## src/rtl/hpm_csr_pkg.sv

```systemverilog
// Shared constants for the hardware performance-monitor CSR block.
// Latency: n/a (constants and helpers only).
// Backpressure: n/a.
package hpm_csr_pkg;

    // Machine-mode counter addresses (low / high halves)
    localparam logic [11:0] ADDR_MCYCLE        = 12'hB00;
    localparam logic [11:0] ADDR_MCYCLEH       = 12'hB80;
    localparam logic [11:0] ADDR_MINSTRET      = 12'hB02;
    localparam logic [11:0] ADDR_MINSTRETH     = 12'hB82;
    localparam logic [11:0] ADDR_MHPMCOUNTER3  = 12'hB03;
    localparam logic [11:0] ADDR_MHPMCOUNTER3H = 12'hB83;

    // Event selectors and inhibit mask
    localparam logic [11:0] ADDR_MHPMEVENT3    = 12'h323;
    localparam logic [11:0] ADDR_MCOUNTINHIBIT = 12'h320;

    // Read-only user aliases
    localparam logic [11:0] ADDR_CYCLE         = 12'hC00;
    localparam logic [11:0] ADDR_CYCLEH        = 12'hC80;
    localparam logic [11:0] ADDR_INSTRET       = 12'hC02;
    localparam logic [11:0] ADDR_INSTRETH      = 12'hC82;
    localparam logic [11:0] ADDR_HPMCOUNTER3   = 12'hC03;
    localparam logic [11:0] ADDR_HPMCOUNTER3H  = 12'hC83;

    // CSR operation carried in funct3[1:0]
    typedef enum logic [1:0] {
        CSR_OP_NONE = 2'b00,
        CSR_OP_RW   = 2'b01,
        CSR_OP_RS   = 2'b10,
        CSR_OP_RC   = 2'b11
    } csr_op_e;

    // mcountinhibit bit positions
    localparam int INH_CY       = 0;
    localparam int INH_IR       = 2;
    localparam int INH_HPM_BASE = 3;

    // Address offset of counter c from the cycle counter's address.
    // Slot +1 is the unimplemented time counter, so instret sits at +2.
    function automatic logic [11:0] cnt_addr_off(input int c);
        if (c == 0) return 12'd0;
        return 12'(c + 1);
    endfunction

endpackage

```

## src/rtl/hpm_counter.sv

```systemverilog
// One wide event counter with split low/high write ports and a wrap pulse.
// Latency: writes and increments visible one cycle after the edge; ovf is a registered 1-cycle pulse.
// Backpressure: none; a write always overrides an increment in the same cycle.
module hpm_counter #(
    parameter int CNT_WIDTH = 64
) (
    input  logic                 clk,
    input  logic                 rst_n,
    input  logic                 inc_en,
    input  logic                 wr_lo,
    input  logic                 wr_hi,
    input  logic [31:0]          wdata,
    output logic [CNT_WIDTH-1:0] cnt,
    output logic                 ovf
);

    logic [CNT_WIDTH-1:0] cnt_q, cnt_d;
    logic                 ovf_q, ovf_d;

    // Next count: a write to either half wins over the increment
    always_comb begin
        cnt_d = cnt_q;
        ovf_d = 1'b0;
        if (wr_lo) begin
            cnt_d = {cnt_q[CNT_WIDTH-1:32], wdata};
        end else if (wr_hi) begin
            cnt_d = {wdata[CNT_WIDTH-33:0], cnt_q[31:0]};
        end else if (inc_en) begin
            cnt_d = cnt_q + CNT_WIDTH'(1);
            ovf_d = &cnt_q;
        end
    end

    // Counter and overflow pulse registers
    always_ff @(posedge clk or negedge rst_n) begin
        if (!rst_n) begin
            cnt_q <= '0;
            ovf_q <= 1'b0;
        end else begin
            cnt_q <= cnt_d;
            ovf_q <= ovf_d;
        end
    end

    assign cnt = cnt_q;
    assign ovf = ovf_q;

endmodule

```

## src/rtl/hpm_csr.sv

```systemverilog
// Performance-monitor CSR file: cycle, instret and NUM_HPM event counters with selectors and inhibit.
// Latency: reads and illegal are combinational; writes and increments take effect at the next edge.
// Backpressure: none; every access completes in the cycle it is presented.
module hpm_csr
    import hpm_csr_pkg::*;
#(
    parameter int NUM_HPM    = 4,
    parameter int CNT_WIDTH  = 64,
    parameter int NUM_EVENTS = 8
) (
    input  logic                  clk,
    input  logic                  rst_n,
    input  logic                  inst_retire,
    input  logic [NUM_EVENTS-1:0] event_i,
    input  logic [11:0]           csr_addr,
    input  logic                  csr_write,
    input  logic [2:0]            funct3,
    input  logic [31:0]           wdata,
    output logic [31:0]           rdata,
    output logic                  illegal,
    output logic [NUM_HPM+1:0]    ovf
);

    localparam int NCNT = NUM_HPM + 2;
    // Only cycle, instret and the implemented hpm counters can be inhibited
    localparam logic [31:0] INH_MASK =
        (32'd1 << INH_CY) | (32'd1 << INH_IR) |
        32'(((64'd1 << NUM_HPM) - 64'd1) << INH_HPM_BASE);

    logic [CNT_WIDTH-1:0] cnt_val [NCNT];
    logic [NCNT-1:0]      inc_en, wr_lo, wr_hi, sel_lo, sel_hi;
    logic [NUM_HPM-1:0]   sel_ev;
    logic                 sel_inh, hit, writable, we;
    logic [31:0]          wval;
    csr_op_e              op;
    logic [4:0]           mhpmevent_q [NUM_HPM];
    logic [4:0]           mhpmevent_d [NUM_HPM];
    logic [31:0]          mcountinhibit_q, mcountinhibit_d;
    logic                 unused_funct3;

    assign unused_funct3 = funct3[2];

    // Address decode and read mux; aliases hit but are not writable
    always_comb begin
        hit      = 1'b0;
        writable = 1'b0;
        rdata    = '0;
        sel_lo   = '0;
        sel_hi   = '0;
        sel_ev   = '0;
        sel_inh  = 1'b0;
        for (int c = 0; c < NCNT; c++) begin
            if (csr_addr == ADDR_MCYCLE + cnt_addr_off(c)) begin
                hit       = 1'b1;
                writable  = 1'b1;
                sel_lo[c] = 1'b1;
                rdata     = cnt_val[c][31:0];
            end
            if (csr_addr == ADDR_MCYCLEH + cnt_addr_off(c)) begin
                hit       = 1'b1;
                writable  = 1'b1;
                sel_hi[c] = 1'b1;
                rdata     = 32'(cnt_val[c][CNT_WIDTH-1:32]);
            end
            if (csr_addr == ADDR_CYCLE + cnt_addr_off(c)) begin
                hit   = 1'b1;
                rdata = cnt_val[c][31:0];
            end
            if (csr_addr == ADDR_CYCLEH + cnt_addr_off(c)) begin
                hit   = 1'b1;
                rdata = 32'(cnt_val[c][CNT_WIDTH-1:32]);
            end
        end
        for (int i = 0; i < NUM_HPM; i++) begin
            if (csr_addr == ADDR_MHPMEVENT3 + 12'(i)) begin
                hit       = 1'b1;
                writable  = 1'b1;
                sel_ev[i] = 1'b1;
                rdata     = {27'd0, mhpmevent_q[i]};
            end
        end
        if (csr_addr == ADDR_MCOUNTINHIBIT) begin
            hit      = 1'b1;
            writable = 1'b1;
            sel_inh  = 1'b1;
            rdata    = mcountinhibit_q;
        end
        illegal = !hit || (csr_write && !writable);
    end

    // Write operand, write strobes and next state of selector/inhibit registers
    always_comb begin
        op = csr_op_e'(funct3[1:0]);
        we = csr_write && (op != CSR_OP_NONE) && writable;
        case (op)
            CSR_OP_RW: wval = wdata;
            CSR_OP_RS: wval = rdata | wdata;
            CSR_OP_RC: wval = rdata & ~wdata;
            default:   wval = rdata;
        endcase
        wr_lo = sel_lo & {NCNT{we}};
        wr_hi = sel_hi & {NCNT{we}};
        mhpmevent_d = mhpmevent_q;
        for (int i = 0; i < NUM_HPM; i++) begin
            if (we && sel_ev[i]) mhpmevent_d[i] = wval[4:0];
        end
        mcountinhibit_d = mcountinhibit_q;
        if (we && sel_inh) mcountinhibit_d = wval & INH_MASK;
    end

    // Per-counter increment enables; out-of-range selectors match no event
    always_comb begin
        inc_en    = '0;
        inc_en[0] = !mcountinhibit_q[INH_CY];
        inc_en[1] = !mcountinhibit_q[INH_IR] && inst_retire;
        for (int i = 0; i < NUM_HPM; i++) begin
            for (int k = 0; k < NUM_EVENTS; k++) begin
                if (mhpmevent_q[i] == 5'(k + 1)) inc_en[2+i] = event_i[k];
            end
            inc_en[2+i] = inc_en[2+i] && !mcountinhibit_q[INH_HPM_BASE+i];
        end
    end

    // Event selector and inhibit registers
    always_ff @(posedge clk or negedge rst_n) begin
        if (!rst_n) begin
            for (int i = 0; i < NUM_HPM; i++) mhpmevent_q[i] <= '0;
            mcountinhibit_q <= '0;
        end else begin
            mhpmevent_q     <= mhpmevent_d;
            mcountinhibit_q <= mcountinhibit_d;
        end
    end

    for (genvar c = 0; c < NCNT; c++) begin : g_cnt
        hpm_counter #(
            .CNT_WIDTH (CNT_WIDTH)
        ) u_cnt (
            .clk    (clk),
            .rst_n  (rst_n),
            .inc_en (inc_en[c]),
            .wr_lo  (wr_lo[c]),
            .wr_hi  (wr_hi[c]),
            .wdata  (wval),
            .cnt    (cnt_val[c]),
            .ovf    (ovf[c])
        );
    end

endmodule

```

## config.mk

```make
export PLATFORM = sky130hd
export DESIGN_NAME = hpm_csr
export DESIGN_NICKNAME = d
export VERILOG_FILES = /design/src/rtl/hpm_csr_pkg.sv /design/src/rtl/hpm_counter.sv /design/src/rtl/hpm_csr.sv
export SDC_FILE = /design/constraint.sdc
export NUM_CORES = 2
export LEC_CHECK = 0
export CORE_ASPECT_RATIO = 0.9
export CORE_UTILIZATION = 40
export CTS_CLUSTER_DIAMETER = 30
export DETAILED_ROUTE_END_ITERATION = 8
export GPL_TIMING_DRIVEN = 0
export RECOVER_POWER = 50
export SKIP_CTS_REPAIR_TIMING = 1
export SYNTH_ARGS = -nofsm -noshare
export SYNTH_HDL_FRONTEND = slang
export SYNTH_HIERARCHICAL = 1
export SYNTH_SLANG_ARGS = --single-unit
```

## constraint.sdc

```tcl
create_clock -name clk -period 6.99 [get_ports clk]
set_input_delay 1.7475 -clock clk [delete_from_list [all_inputs] [get_ports clk]]
set_output_delay 1.7475 -clock clk [all_outputs]
set_load 0.02 [all_outputs]
```

# Word-level counts from Yosys, hierarchy flattened
# Index checks and enable logic that the tools add are counted.
totals:
  regBits: 416
  output_inout_bits: 39
  input_bits: 59
  wordCells: 320
op_classes:
  bitwise: 11
  addsub: 6
  mux: 158
  eq_ne: 72
  reduce_logical: 50
op_table:
  columns: ["operator", "count"]
  rows:
  - ["two-way mux 32 bit", 35]
  - ["two-way mux 64 bit", 12]
  - ["adder 64 x 1 -> 64 bit, second input constant", 6]
  - ["AND reduction 64 bit", 6]
  - ["== test 12 bit, second input constant", 24]
  - ["two-way mux 1 bit", 110]
  - ["one-hot mux 32 bit (3 select lines)", 1]
  - ["== test 5 x 3 -> 1 bit, second input constant", 16]
  - ["== test 12 x 10 -> 1 bit, second input constant", 5]
  - ["== test 5 x 2 -> 1 bit, second input constant", 8]
  - ["bitwise AND 32 bit", 1]
  - ["inverter 32 bit", 1]
  - ["OR 32 bit", 1]
  - ["AND reduction 2 bit", 12]
  - ["nonzero test 2 bit", 11]
  - ["== test 5 x 1 -> 1 bit, second input constant", 4]
  - ["== test 5 x 4 -> 1 bit, second input constant", 4]
  - ["!= test 2 bit, second input constant", 8]
  - ["logical AND 1 bit", 13]
  - ["bitwise AND 6 bit", 2]
  - ["logical NOT 1 bit", 7]
  - ["inverter 1 bit", 6]
  - ["== test 2 bit, second input constant", 2]
  - ["== test 2 x 1 -> 1 bit, second input constant", 1]
  - ["logical OR 1 bit", 1]

# Longest topological paths before layout
depth:
  word_depth: 34
  ltp_mapped: 17
  mapped_depth_nobuf: 14

# Cells and area by module
# The synthesis kept the hierarchy.
by_module_without_submodules:
  columns: ["mod", "n_inst", "seq_area_each_um2", "area_per_inst_um2", "cells_per_inst"]
  rows:
  - ["hpm_counter", 6, 1626.6, 4189.0, 522]
  - ["hpm_csr", 1, 650.6, 8942.3, 1326]

# Least setup slack after synthesis
# Ideal clock, no wire load.
synth_timing:
  path_type: "input -> output"
  from: "in csr_addr[9]"
  to: "out rdata[31]"
  t_required_ps: 5242
  arrival_ps: 4209
  path_buffers: 5
  path_slack_ps: 1034
  stages: 11
  path_cell_list: "clkbuf_1 > and4b_1 > buf_2 > buf_2 > buf_2 > nand2_1 > nor2_1 > nor2_1 > clkbuf_1 > o22ai_1 > nor4_1"
synth_via:
  elab_chain_len: 30
  elab_cells_between_ends: 58
  classes_between: "eq/ne: 29; mux: 29"
synth_rtl:
  columns: ["element", "line", "source"]
  rows:
  - ["start: declaration", "hpm_csr.sv:15", "input logic [11:0] csr_addr,"]
  - ["== test 12 bit", "hpm_csr.sv:53", "if (csr_addr == ADDR_MCYCLE + cnt_addr_off(c)) begin"]
  - ["two-way mux 32 bit", "hpm_csr.sv:53", null]
  - ["two-way mux 32 bit", "hpm_csr.sv:59", "if (csr_addr == ADDR_MCYCLEH + cnt_addr_off(c)) begin"]
  - ["two-way mux 32 bit", "hpm_csr.sv:65", "if (csr_addr == ADDR_CYCLE + cnt_addr_off(c)) begin"]
  - ["two-way mux 32 bit", "hpm_csr.sv:69", "if (csr_addr == ADDR_CYCLEH + cnt_addr_off(c)) begin"]
  - ["two-way mux 32 bit", "hpm_csr.sv:53", null]
  - ["two-way mux 32 bit", "hpm_csr.sv:59", null]
  - ["two-way mux 32 bit", "hpm_csr.sv:65", null]
  - ["[... 11 more ...]", null, null]
  - ["two-way mux 32 bit", "hpm_csr.sv:65", null]
  - ["two-way mux 32 bit", "hpm_csr.sv:69", null]
  - ["two-way mux 32 bit", "hpm_csr.sv:53", null]
  - ["two-way mux 32 bit", "hpm_csr.sv:59", null]
  - ["two-way mux 32 bit", "hpm_csr.sv:65", null]
  - ["two-way mux 32 bit", "hpm_csr.sv:69", null]
  - ["two-way mux 32 bit (4 in a row)", "hpm_csr.sv:75", "if (csr_addr == ADDR_MHPMEVENT3 + 12'(i)) begin"]
  - ["two-way mux 32 bit *", "hpm_csr.sv:82", "if (csr_addr == ADDR_MCOUNTINHIBIT) begin"]
  - ["end: declaration", "hpm_csr.sv:19", "output logic [31:0] rdata,"]
# Every way passes the cells marked *; elsewhere a longest branch is shown, timed or not.

# Worst setup path in the final report
layout_timing:
  from: "in csr_addr[6]"
  to: "out rdata[1]"
# Same word-level chain as after synthesis.

==> flow_metrics.tcl <==
set metrics [dict create \
    outcome "finished with violations" \
    violations "capacitance limit, slew limit, setup timing" \
    synth.avg_cell_area_um2 7.64 \
    cp-startpoint "csr_addr[6]" \
    io_pins 98 \
    worstPathArrival_ps 5480 \
    m1WireLength_mm 81.5 \
    wl_met3_mm 30.7 \
    first_pass_iters 9 \
    grt_first_pass_wirelength_mm 285 \
    net-switching-power_mw 2.28 \
    stdcell_count 5988 \
    grt_max_degree 103 \
    r2r-end "g_cnt[0].u_cnt/cnt[32]" \
    setup-violations-final 19 \
    track_usage_pct 46.1 \
    area_delta_synth_final_pct 28.2 \
    dr_wl_met2_mm 78.6 \
    clkPwrFrac_pct 62.3 \
    clock.fmax_ghz 0.138 \
    slowest_stage "clkbuf_1" \
    fin_skew_ps 29.5 \
    start_kind "primary input" \
    ys_seq_area_share_pct 30.5 \
    drv_slew 79 \
    insertion_delay_ps 680 \
    vdd_ir_drop_max_uv 209 \
    gp_congestion 1.08 \
    synth-main-ff-cell "dfrtp_1" \
    vias_per_cell 7.04 \
    swShare_pct 25.9 \
    total_power_mw 8.81 \
    crit_cells 11 \
    io_buffer_count 90 \
    drt-total-wl_mm 205 \
    synth_nets 4523 \
    rr_worst_depth 11 \
    placed_area_um2 37700 \
    post-place-ws_ps -2110 \
    crit_path_end_kind "output port" \
    antenna_found_initial 14 \
    drive_gt1_share_pct 15.6 \
    ys_warn_count 6 \
    timing.rr.start "g_cnt[2].u_cnt/cnt[32]" \
    p_int_mw 6.53 \
    layout.nets 4817 \
    crit_family "buffers and inverters" \
    initialDrtViolationCount 7291 \
    core_um2 84400 \
    stdcell_area_um2 43700 \
    whs_ps 579 \
    netlist_area_um2 34100 \
    drc 0 \
    r2r_setup_slack_ps 1750 \
    synthMostInstantiatedCell "nand2_1" \
    cts_buffer_depth 3 \
    combPwrFrac_pct 8.7 \
    path_class "primary input to output port" \
    async_flop_share_pct 100 \
    seq_area_um2 10400 \
    synth-seq-cells 416 \
    cp_cell_sequence "dlymetal6s2s_1 -> nor3_2 -> clkbuf_2 -> nand2_1 -> clkbuf_1 -> o22ai_1 -> a221oi_1 -> o21ai_0 -> o21ai_2 -> inv_1 -> clkdlybuf4s50_1" \
    synth_cell_types 98 \
    cellLeakagePower_nw 16.8 \
    die_w_um 310 \
    highest_layer "met5" \
    min_period_over_period_pct 103 \
    cp.required_ps 5240 \
    die_h_um 279 \
    hold_viol_final 0 \
    die-area_um2 86400 \
    final_antenna_net_count 0 \
    hpwl_mm 155 \
    power.sequential.fraction_pct 29.0 \
    critPathMaxStageDelay_ps 620 \
    min_period_ps 7230 \
    yosys-top-cells-area "dfrtp_1, nand2_1, nor2_1" \
    yosys.area.top_type_share_pct 30.5 \
    rows 101 \
    multiInputGateArea_um2 23800 \
    clock_sinks 416 \
    clkTransAtPathRegs_ps 50 \
    crit_fanout 10 \
    cp-endpoint "rdata[1]" \
    grt_setup_unrepaired "true" \
    fillCellCount 8222 \
    synthCells 4458 \
    tns_ps -1520 \
    grt-ovfl-total 0 \
    path_buf_inv 5 \
    wire_per_inst_um 34.2 \
    vias 42167 \
    worst_pin_slew_ps 3660 \
    cts_buffers 114 \
    final_core_util_pct 51.8 \
    htree_num_levels 3 \
    dp_cells 5722 \
    cts_tree "done" \
    final.setup.worst_slack_ps -238 \
    p_per_area_nw_per_um2 202 \
    root_buffer "clkbuf_16" \
    maxCapViolations 3 \
    synth_edf_count 0 \
    synthTopCellsByCount "nand2_1, nor2_1, dfrtp_1" \
    synth_top_cell_by_area "dfrtp_1" \
    grt_pass1_vias 37490 \
    start_util_pct 40.4 \
    hold_class "register to register" \
    maxSlewHeadroom_pct -144 \
]
-- state kept, by name, summed over array words and instances (netlist names) --
| name | count |
|---|---|
| g_cnt.u_cnt/cnt | 384 |
| g_cnt.u_cnt/ovf | 6 |
| mcountinhibit_q | 6 |
| mhpmevent_q | 20 |
-- power groups by stage --
stage               Combinational (mW)  Clock (mW)  Sequential, mW
floorplan                        0.243           0            2.54
global placement                 0.585           0            2.58
detailed placement               0.702           0            2.57
CTS                              0.704        5.53            2.54
global route                     0.771        5.65            2.55
finish                           0.767        5.49            2.55
-- cell type report --
type                       count  area share (%)
timing repair buffer         183            4.99
clock inverter                56            1.85
antenna                       10          0.0573
clock buffer                 153            7.39
inverter                      91           0.790
tap                         1133            3.24
sequential                   416            23.8
buffer                       292            3.32
multi-input combinational   3654            54.5
-- cells in the final DEF, fill, tap and decap left out, drive strengths merged, types with 32 or more instances in the layout --
| cell | count |
|---|---|
| a211oi | 47 |
| a21oi | 234 |
| a221o | 34 |
| a221oi | 53 |
| a31oi | 36 |
| and3 | 139 |
| buf | 184 |
| clkbuf | 362 |
| clkdlybuf4s50 | 51 |
| dfrtp | 416 |
| inv | 98 |
| mux2 | 34 |
| mux2i | 85 |
| nand2 | 511 |
| nand3 | 293 |
| nand4 | 132 |
| nor2 | 442 |
| nor2b | 48 |
| nor3 | 216 |
| nor4 | 66 |
| o211ai | 32 |
| o21ai | 328 |
| o22ai | 128 |
| or2 | 33 |
| or3 | 62 |
| or4 | 62 |
| xnor2 | 158 |
| xor2 | 48 |
-- worst reg2reg max path, stage by stage, from the launching register on --
cell and delay (ps):
dfrtp_1 500, nor4_2 370, o22ai_1 180, a221oi_2 310
a31oi_2 140, a31oi_4 380, a21oi_1 120, a211oi_1 1220
inv_1 1220, nand3_1 380, o41ai_1 120, a21o_1 170
-- routing by layer --
metal	vias to the layer above	track usage, %
met3	701	15.8
li1	17446	-
met5	-	0
met4	6	26.1
met2	3505	60.7
met1	20509	64.4
-- how the worst min path moves through the flow --
stage | from | endpoint | slack [ps] | depth (start not counted)
floorplan | g_cnt[0].u_cnt/cnt[55] | g_cnt[0].u_cnt/cnt[55] | 510 | 2
global placement | mcountinhibit_q[3] | mcountinhibit_q[3] | 540 | 2
detailed placement | g_cnt[0].u_cnt/cnt[55] | g_cnt[0].u_cnt/cnt[55] | 550 | 2
CTS | g_cnt[0].u_cnt/cnt[55] | g_cnt[0].u_cnt/cnt[55] | 560 | 2
global route | g_cnt[0].u_cnt/cnt[55] | g_cnt[0].u_cnt/cnt[55] | 580 | 2
finish | mcountinhibit_q[3] | mcountinhibit_q[3] | 580 | 2
-- logic make-up after synthesis --
family                     Yosys count  share of synthesized area [%]
AOI/OAI and AO/OA                 1182                           23.1
DFF                                416                           30.5
adders and majority gates            6                          0.220
xor gates and xnor gates           206                           5.29
muxes                              123                           3.88
and+or+nand+nor                   2137                           32.2
buffers and inverters              388                           4.78
(Power assumes the default switching activity.)
